$ cat config.mk
export PLATFORM = sky130hd
export DESIGN_NAME = lsu_ctrl
export DESIGN_NICKNAME = d
export VERILOG_FILES = /design/src/rtl/lsu_ctrl_pkg.sv /design/src/rtl/lsu_lane.sv /design/src/rtl/lsu_ctrl.sv
export SDC_FILE = /design/constraint.sdc
export NUM_CORES = 1
export LEC_CHECK = 0
export ABC_AREA = 1
export BUFFER_PORTS_ARGS = -buffer_cell sky130_fd_sc_hd__clkbuf_2
export CORE_MARGIN = 4
export CORE_UTILIZATION = 40
export DETAILED_ROUTE_END_ITERATION = 10
export MAX_ROUTING_LAYER = met4
export PLACE_DENSITY_LB_ADDON = 0.3
export SETUP_SLACK_MARGIN = 0.5
export SYNTH_ARGS = -nofsm -noshare
export SYNTH_HDL_FRONTEND = slang
export SYNTH_SLANG_ARGS = --single-unit
$ cat constraint.sdc
create_clock -name clk -period 1.8 [get_ports clk]
set_input_delay 0.27 -clock clk [delete_from_list [all_inputs] [get_ports clk]]
set_output_delay 0.27 -clock clk [all_outputs]
set_load 0.03 [all_outputs]
$ cat src/rtl/lsu_ctrl_pkg.sv
// Shared definitions for the load/store unit controller: access-size
// encodings, FSM state encoding and the request fault check.
package lsu_ctrl_pkg;

  localparam logic [1:0] SZ_B = 2'b00;
  localparam logic [1:0] SZ_H = 2'b01;
  localparam logic [1:0] SZ_W = 2'b10;

  typedef enum logic [1:0] {
    IDLE = 2'd0,
    LOAD = 2'd1,
    RD   = 2'd2,
    WR   = 2'd3
  } state_t;

  // A request faults on the illegal size code, on a misaligned half/word,
  // or when it addresses bytes beyond the 4 << aw byte data memory.
  function automatic logic is_fault(input logic [1:0]  sz,
                                    input logic [31:0] a,
                                    input int unsigned aw);
    logic misalign;
    logic out_of_range;
    misalign     = ((sz == SZ_H) && a[0]) || ((sz == SZ_W) && (a[1:0] != 2'b00));
    out_of_range = ((a >> (aw + 2)) != 32'd0);
    return (sz == 2'b11) || misalign || out_of_range;
  endfunction

endpackage

$ cat src/rtl/lsu_lane.sv
// Byte-lane datapath: extracts and extends the addressed lane of a loaded
// word, and merges right-aligned store data into a word for sub-word stores.
module lsu_lane
  import lsu_ctrl_pkg::*;
(
  input  logic [1:0]  size,
  input  logic [1:0]  off,
  input  logic        sext,
  input  logic [31:0] rd_word,
  output logic [31:0] ld_data,
  input  logic [31:0] mg_word,
  input  logic [31:0] st_data,
  output logic [31:0] mg_data
);

  logic [4:0]  sh;
  logic [15:0] lane;
  logic [31:0] mask;

  assign sh = {off, 3'b000};

  // Load: shift the addressed lane down to bit 0, then sign/zero extend.
  always_comb begin
    lane = 16'(rd_word >> sh);
    case (size)
      SZ_B:    ld_data = {{24{sext & lane[7]}}, lane[7:0]};
      SZ_H:    ld_data = {{16{sext & lane[15]}}, lane};
      default: ld_data = rd_word;
    endcase
  end

  // Store merge: replace only the addressed byte/half of the old word.
  always_comb begin
    case (size)
      SZ_B:    mask = 32'h0000_00FF << sh;
      SZ_H:    mask = 32'h0000_FFFF << sh;
      default: mask = '1;
    endcase
    mg_data = (mg_word & ~mask) | ((st_data << sh) & mask);
  end

endmodule

$ cat src/rtl/lsu_ctrl.sv
// Load/store unit controller between the CPU pipeline and a word-wide data
// memory. Sub-word stores are done as read-modify-write.
//
// state | meaning
// IDLE  | ready for a request; faulting requests are rejected here
// LOAD  | memory word addressed, lane extracted into rdata
// RD    | old word captured into the merge register (sub-word store)
// WR    | write enable asserted with word or merged data
module lsu_ctrl
  import lsu_ctrl_pkg::*;
#(
  parameter int DM_AW = 10
) (
  input  logic             clk,
  input  logic             rst_n,
  input  logic             req,
  input  logic             wr,
  input  logic [1:0]       size,
  input  logic             sext,
  input  logic [31:0]      addr,
  input  logic [31:0]      wdata,
  output logic             ready,
  output logic             done,
  output logic [31:0]      rdata,
  output logic             err,
  output logic [DM_AW-1:0] dm_addr,
  output logic [31:0]      dm_din,
  output logic             dm_we,
  input  logic [31:0]      dm_dout
);

  state_t      state;
  state_t      state_nx;
  logic        accept;
  logic        fault;
  logic [1:0]  size_q;
  logic [1:0]  off_q;
  logic        sext_q;
  logic [31:0] wdata_q;
  logic [31:0] merge_q;
  logic [31:0] ld_data;
  logic [31:0] mg_data;

  assign accept = req && ready;
  assign fault  = is_fault(size, addr, DM_AW);

  lsu_lane u_lane (
    .size    (size_q),
    .off     (off_q),
    .sext    (sext_q),
    .rd_word (dm_dout),
    .ld_data (ld_data),
    .mg_word (merge_q),
    .st_data (wdata_q),
    .mg_data (mg_data)
  );

  // State register; reset forces IDLE so dm_we drops asynchronously.
  always_ff @(posedge clk or negedge rst_n) begin
    if (!rst_n) state <= IDLE;
    else        state <= state_nx;
  end

  // Next state: the direction (wr) is carried in the chosen path.
  always_comb begin
    state_nx = state;
    case (state)
      IDLE: begin
        if (accept && !fault) begin
          if (!wr)                state_nx = LOAD;
          else if (size == SZ_W)  state_nx = WR;
          else                    state_nx = RD;
        end
      end
      LOAD:    state_nx = IDLE;
      RD:      state_nx = WR;
      WR:      state_nx = IDLE;
      default: state_nx = IDLE;
    endcase
  end

  // Outputs decoded from state alone; write data only driven during WR.
  always_comb begin
    ready  = (state == IDLE);
    dm_we  = (state == WR);
    dm_din = '0;
    if (state == WR) dm_din = (size_q == SZ_W) ? wdata_q : mg_data;
  end

  // Request capture, merge register and registered done/err/rdata.
  always_ff @(posedge clk or negedge rst_n) begin
    if (!rst_n) begin
      size_q  <= SZ_B;
      off_q   <= 2'b00;
      sext_q  <= 1'b0;
      dm_addr <= '0;
      wdata_q <= '0;
      merge_q <= '0;
      done    <= 1'b0;
      err     <= 1'b0;
      rdata   <= '0;
    end else begin
      done <= (state == LOAD) || (state == WR);
      err  <= accept && fault;
      if (accept) begin
        size_q  <= size;
        off_q   <= addr[1:0];
        sext_q  <= sext;
        dm_addr <= addr[DM_AW+1:2];
        wdata_q <= wdata;
      end
      if (state == RD)   merge_q <= dm_dout;
      if (state == LOAD) rdata   <= ld_data;
    end
  end

endmodule

==> results.py <==
metrics = {
    "sta": {
        "max-slew-margin-rel": 0.764,
        "hold_violations": 0,
        "tightestPinTransition_ns": 0.350,
        "finalSetupTns_ns": -10.51,
        "holdWs_ns": 0.0821,
        "rsz0062_at_grt": "true",
        "setup_ws_ns": -0.372,
        "setup_viol": 32,
        "fin_crit_sh": 1.21,
        "fin_skew_ns": 0.00750,
        "drv_slew": 0,
        "timing.fmax_mhz": 460,
        "period_minus_slack_ns": 2.17,
    },
    "placement": {
        "gp_congestion": 0.935,
        "io_buffers": 180,
        "place_area_um2": 8140,
        "hpwl_um": 15200,
        "place_inst": 1223,
    },
    "power_and_ir_drop": {
        "p_clk_frac": 0.418,
        "sw_frac_of_total": 0.300,
        "pwr-share-seq": 0.351,
        "ir_drop_v": 0.000725,
        "internal-power_mw": 5.84,
        "total_power_mw": 8.35,
        "power_switching_mw": 2.50,
        "pwr-share-comb": 0.231,
        "powerDensity_nw_per_um2": 796,
        "p_leak_nw": 5.47,
    },
    "clock_tree": {
        "root_buffer": "clkbuf_16",
        "clk_latency_ns": 0.42,
        "clk_pin_slew_worst_paths_ns": 0.05,
        "cts_tree": "done",
        "cts_sinks": 115,
        "cts_buffer_depth": 2,
        "htree_levels": 4,
        "cts_buffers": 17,
    },
    "synth": {
        "synth_top_cell_by_area": "dfrtp_1",
        "syn_nets": 947,
        "yosys_warnings": 0,
        "synth_seq_cells": 115,
        "synth_cells": 844,
        "syn_area_per_cell_um2": 7.73,
        "synth_top_area_share": 0.441,
        "yosysSeqAreaShare": 0.441,
        "netlist_area_um2": 6520,
        "synthTopCellsByArea": "dfrtp_1 44%, nand2_1 14%, mux2_2 11%",
        "synth_cell_type_count": 25,
    },
    "global_routing": {
        "track_usage": 0.260,
        "grt_use_met2": 0.400,
        "met1_usage": 0.338,
        "grt_use_met3": 0.0680,
        "gr-total-overflow": 0,
        "grt_pass1_vias": 6747,
        "grt_max_degree": 65,
        "grt_pass1_wl_um": 36100,
        "top_usage_layer": "met2",
        "antenna_found_initial": 0,
    },
    "worst_setup_path": {
        "cp_data_arrival_time_ns": 1.90,
        "crit_path_max_fanout": 10,
        "slowest_delay_ns": 0.49,
        "crit_required_ns": 1.53,
        "start_kind": "flop",
        "path_cells": "nor2_2 > o21ai_2 > buf_4 > o21ai_1 > inv_1 > o21ai_2 > nor2_4 > clkbuf_4",
        "critPathKind": "reg -> out",
        "cp_common_cell": "o21ai_2",
        "end_kind": "output port",
        "cpMaxStageDelayCell": "dfrtp_2",
    },
    "drt": {
        "wirelength_um": 24400,
        "dr.pass1.iters": 6,
        "vias": 6812,
        "drcViolationCount": 0,
        "viasPerCell": 5.26,
        "drt-initial-drc-count": 488,
        "wl_per_cell_um": 18.8,
        "ant_nets": 0,
    },
    "floorplan": {
        "start_util": 0.409,
        "pin_count": 181,
        "die_h_um": 136,
        "num_rows": 46,
        "die_w_um": 136,
        "coreArea_um2": 15900,
        "die_area_um2": 18400,
    },
    "final_layout": {
        "area_growth_pct": 60.7,
        "nNetsFinal": 1169,
        "diodes": 0,
        "final_cell_area_um2": 10500,
        "drive_gt1_frac": 0.471,
        "final_cells": 1294,
    },
    "outcome": {
        "status": "finished with violations",
        "violations": "setup timing",
    },
    "flow_run": {
        "drv_cap": 0,
    },
    "hold_path": {
        "min_path_type": "in -> reg",
    },
}
==> cell families (layout without fill, tap and decap cells) <==
group,Yosys count,after routing,synth area share
compound gates,129,129,0.105
buf+inv,131,364,0.0865
flops,115,115,0.441
mux,61,61,0.105
simple gates,408,409,0.262
==> state kept, by name, indices dropped and copies added, names as in the netlist <==
signal,flops
dm_addr,10
done,1
err,1
merge_q,32
off_q,2
rdata,32
sext_q,1
size_q,2
state,2
wdata_q,32
==> metrics by stage <==
step	setup WS, ns	util
6_report	-0.372	0.657
5_1_grt	-0.464	0.657
4_1_cts	-0.359	0.621
3_5_place_dp	-0.0159	0.511
3_3_place_gp	-0.0627	0.511
2_1_floorplan	0.240	-
==> what timing repair did <==
action	CTS	global route
buffers inserted	10	10
endpoints found under the hold margin	115	0
endpoints found under the setup margin	129	152
cloned	11	8
gates resized for setup	216	126
pin swaps	35	26
hold buffers	1	0
==> path summary, 6_finish.rpt <==
check                          from  slack (ns)  cells past startpoint     endpoint
max reg2reg                state[1]        0.06                      8  wdata_q[19]
min in group asynchronous     rst_n        0.20                      2   wdata_q[0]
min reg2reg                rdata[4]        0.48                      2     rdata[4]
max in group asynchronous     rst_n        1.05                      3     rdata[9]
max                        off_q[0]       -0.37                      8   dm_din[24]
min                            sext        0.08                      2       sext_q
==> routing by layer <==
| layer | share of wire | wire [µm] | vias up |
|---|---|---|---|
| li1 | - | - | 3172 |
| met1 | 0.41 | 10000 | 3291 |
| met2 | 0.48 | 11700 | 308 |
| met3 | 0.089 | 2160 | 41 |
| met4 | 0.021 | 503 | 0 |
| met5 | 0 | 0 | - |
==> power groups by stage <==
| stage | clock [mW] | combinational [mW] | sequential, mW |
|---|---|---|---|
| floorplan | 0 | 0.839 | 3.03 |
| global placement | 0 | 1.46 | 2.94 |
| detailed placement | 0 | 1.47 | 2.94 |
| CTS | 3.54 | 1.79 | 2.91 |
| global route | 3.66 | 2.06 | 2.95 |
| finish | 3.49 | 1.93 | 2.93 |
==> critical path, delay by kind of cell (launching register included) <==
kind            cells  cell delay [ns]
compound gates      3             0.33
flops               1             0.49
buf+inv             3             0.42
simple gates        2             0.24
==> cell usage after synthesis <==
| cell | instances |
|---|---|
| nand2_1 | 249 |
| dfrtp_1 | 115 |
| inv_1 | 73 |
| nand3_1 | 67 |
| o21ai_0 | 66 |
| nor2_1 | 65 |
| mux2_2 | 61 |
| a21oi_1 | 44 |
| buf_2 | 21 |
| clkbuf_1 | 20 |
| or2_2 | 17 |
| a31oi_1 | 9 |
| o211ai_1 | 8 |
| inv_2 | 7 |
| buf_4 | 4 |
| buf_6 | 4 |
| nand2_2 | 3 |
| or2_0 | 3 |
| nand3_2 | 2 |
| buf_1 | 1 |
| clkbuf_2 | 1 |
| nand2_4 | 1 |
| nand3_4 | 1 |
| o211a_1 | 1 |
| o21ai_2 | 1 |
==> cell type report <==
class / instances / area, µm²
Clock inverter: 9 / 129
Timing Repair inverter: 1 / 7.51
Sequential cell: 115 / 2880
Multi-Input combinational cell: 599 / 4030
Tap cell: 216 / 270
Clock buffer: 22 / 474
Fill cell: 1258 / 5460
Timing Repair Buffer: 252 / 2360
Inverter: 80 / 328
==> placed cells by master (no fill, tap or decap), types with 4 or more instances in the layout <==
master     count
buf_8         28
nand2_1      211
clkbuf_16     24
a21oi_1       29
a31oi_4        8
a21oi_4        5
or2_2         14
nor2_4        23
clkbuf_4       4
buf_2          4
mux2_2         8
nand2_2       26
nand2_8        5
clkbuf_8      10
nor2_1        35
o21ai_2        8
nor2_2         7
o21ai_1       25
o211ai_1       8
mux2_4        53
o21ai_0       31
nand3_2       13
buf_4         22
buf_6         15
buf_12        13
inv_2         19
a21oi_2       10
inv_1         55
nand2_4       12
clkbuf_2     140
nand3_1       56
buf_16         9
dfrtp_1      112
(Power assumes the default switching activity.)
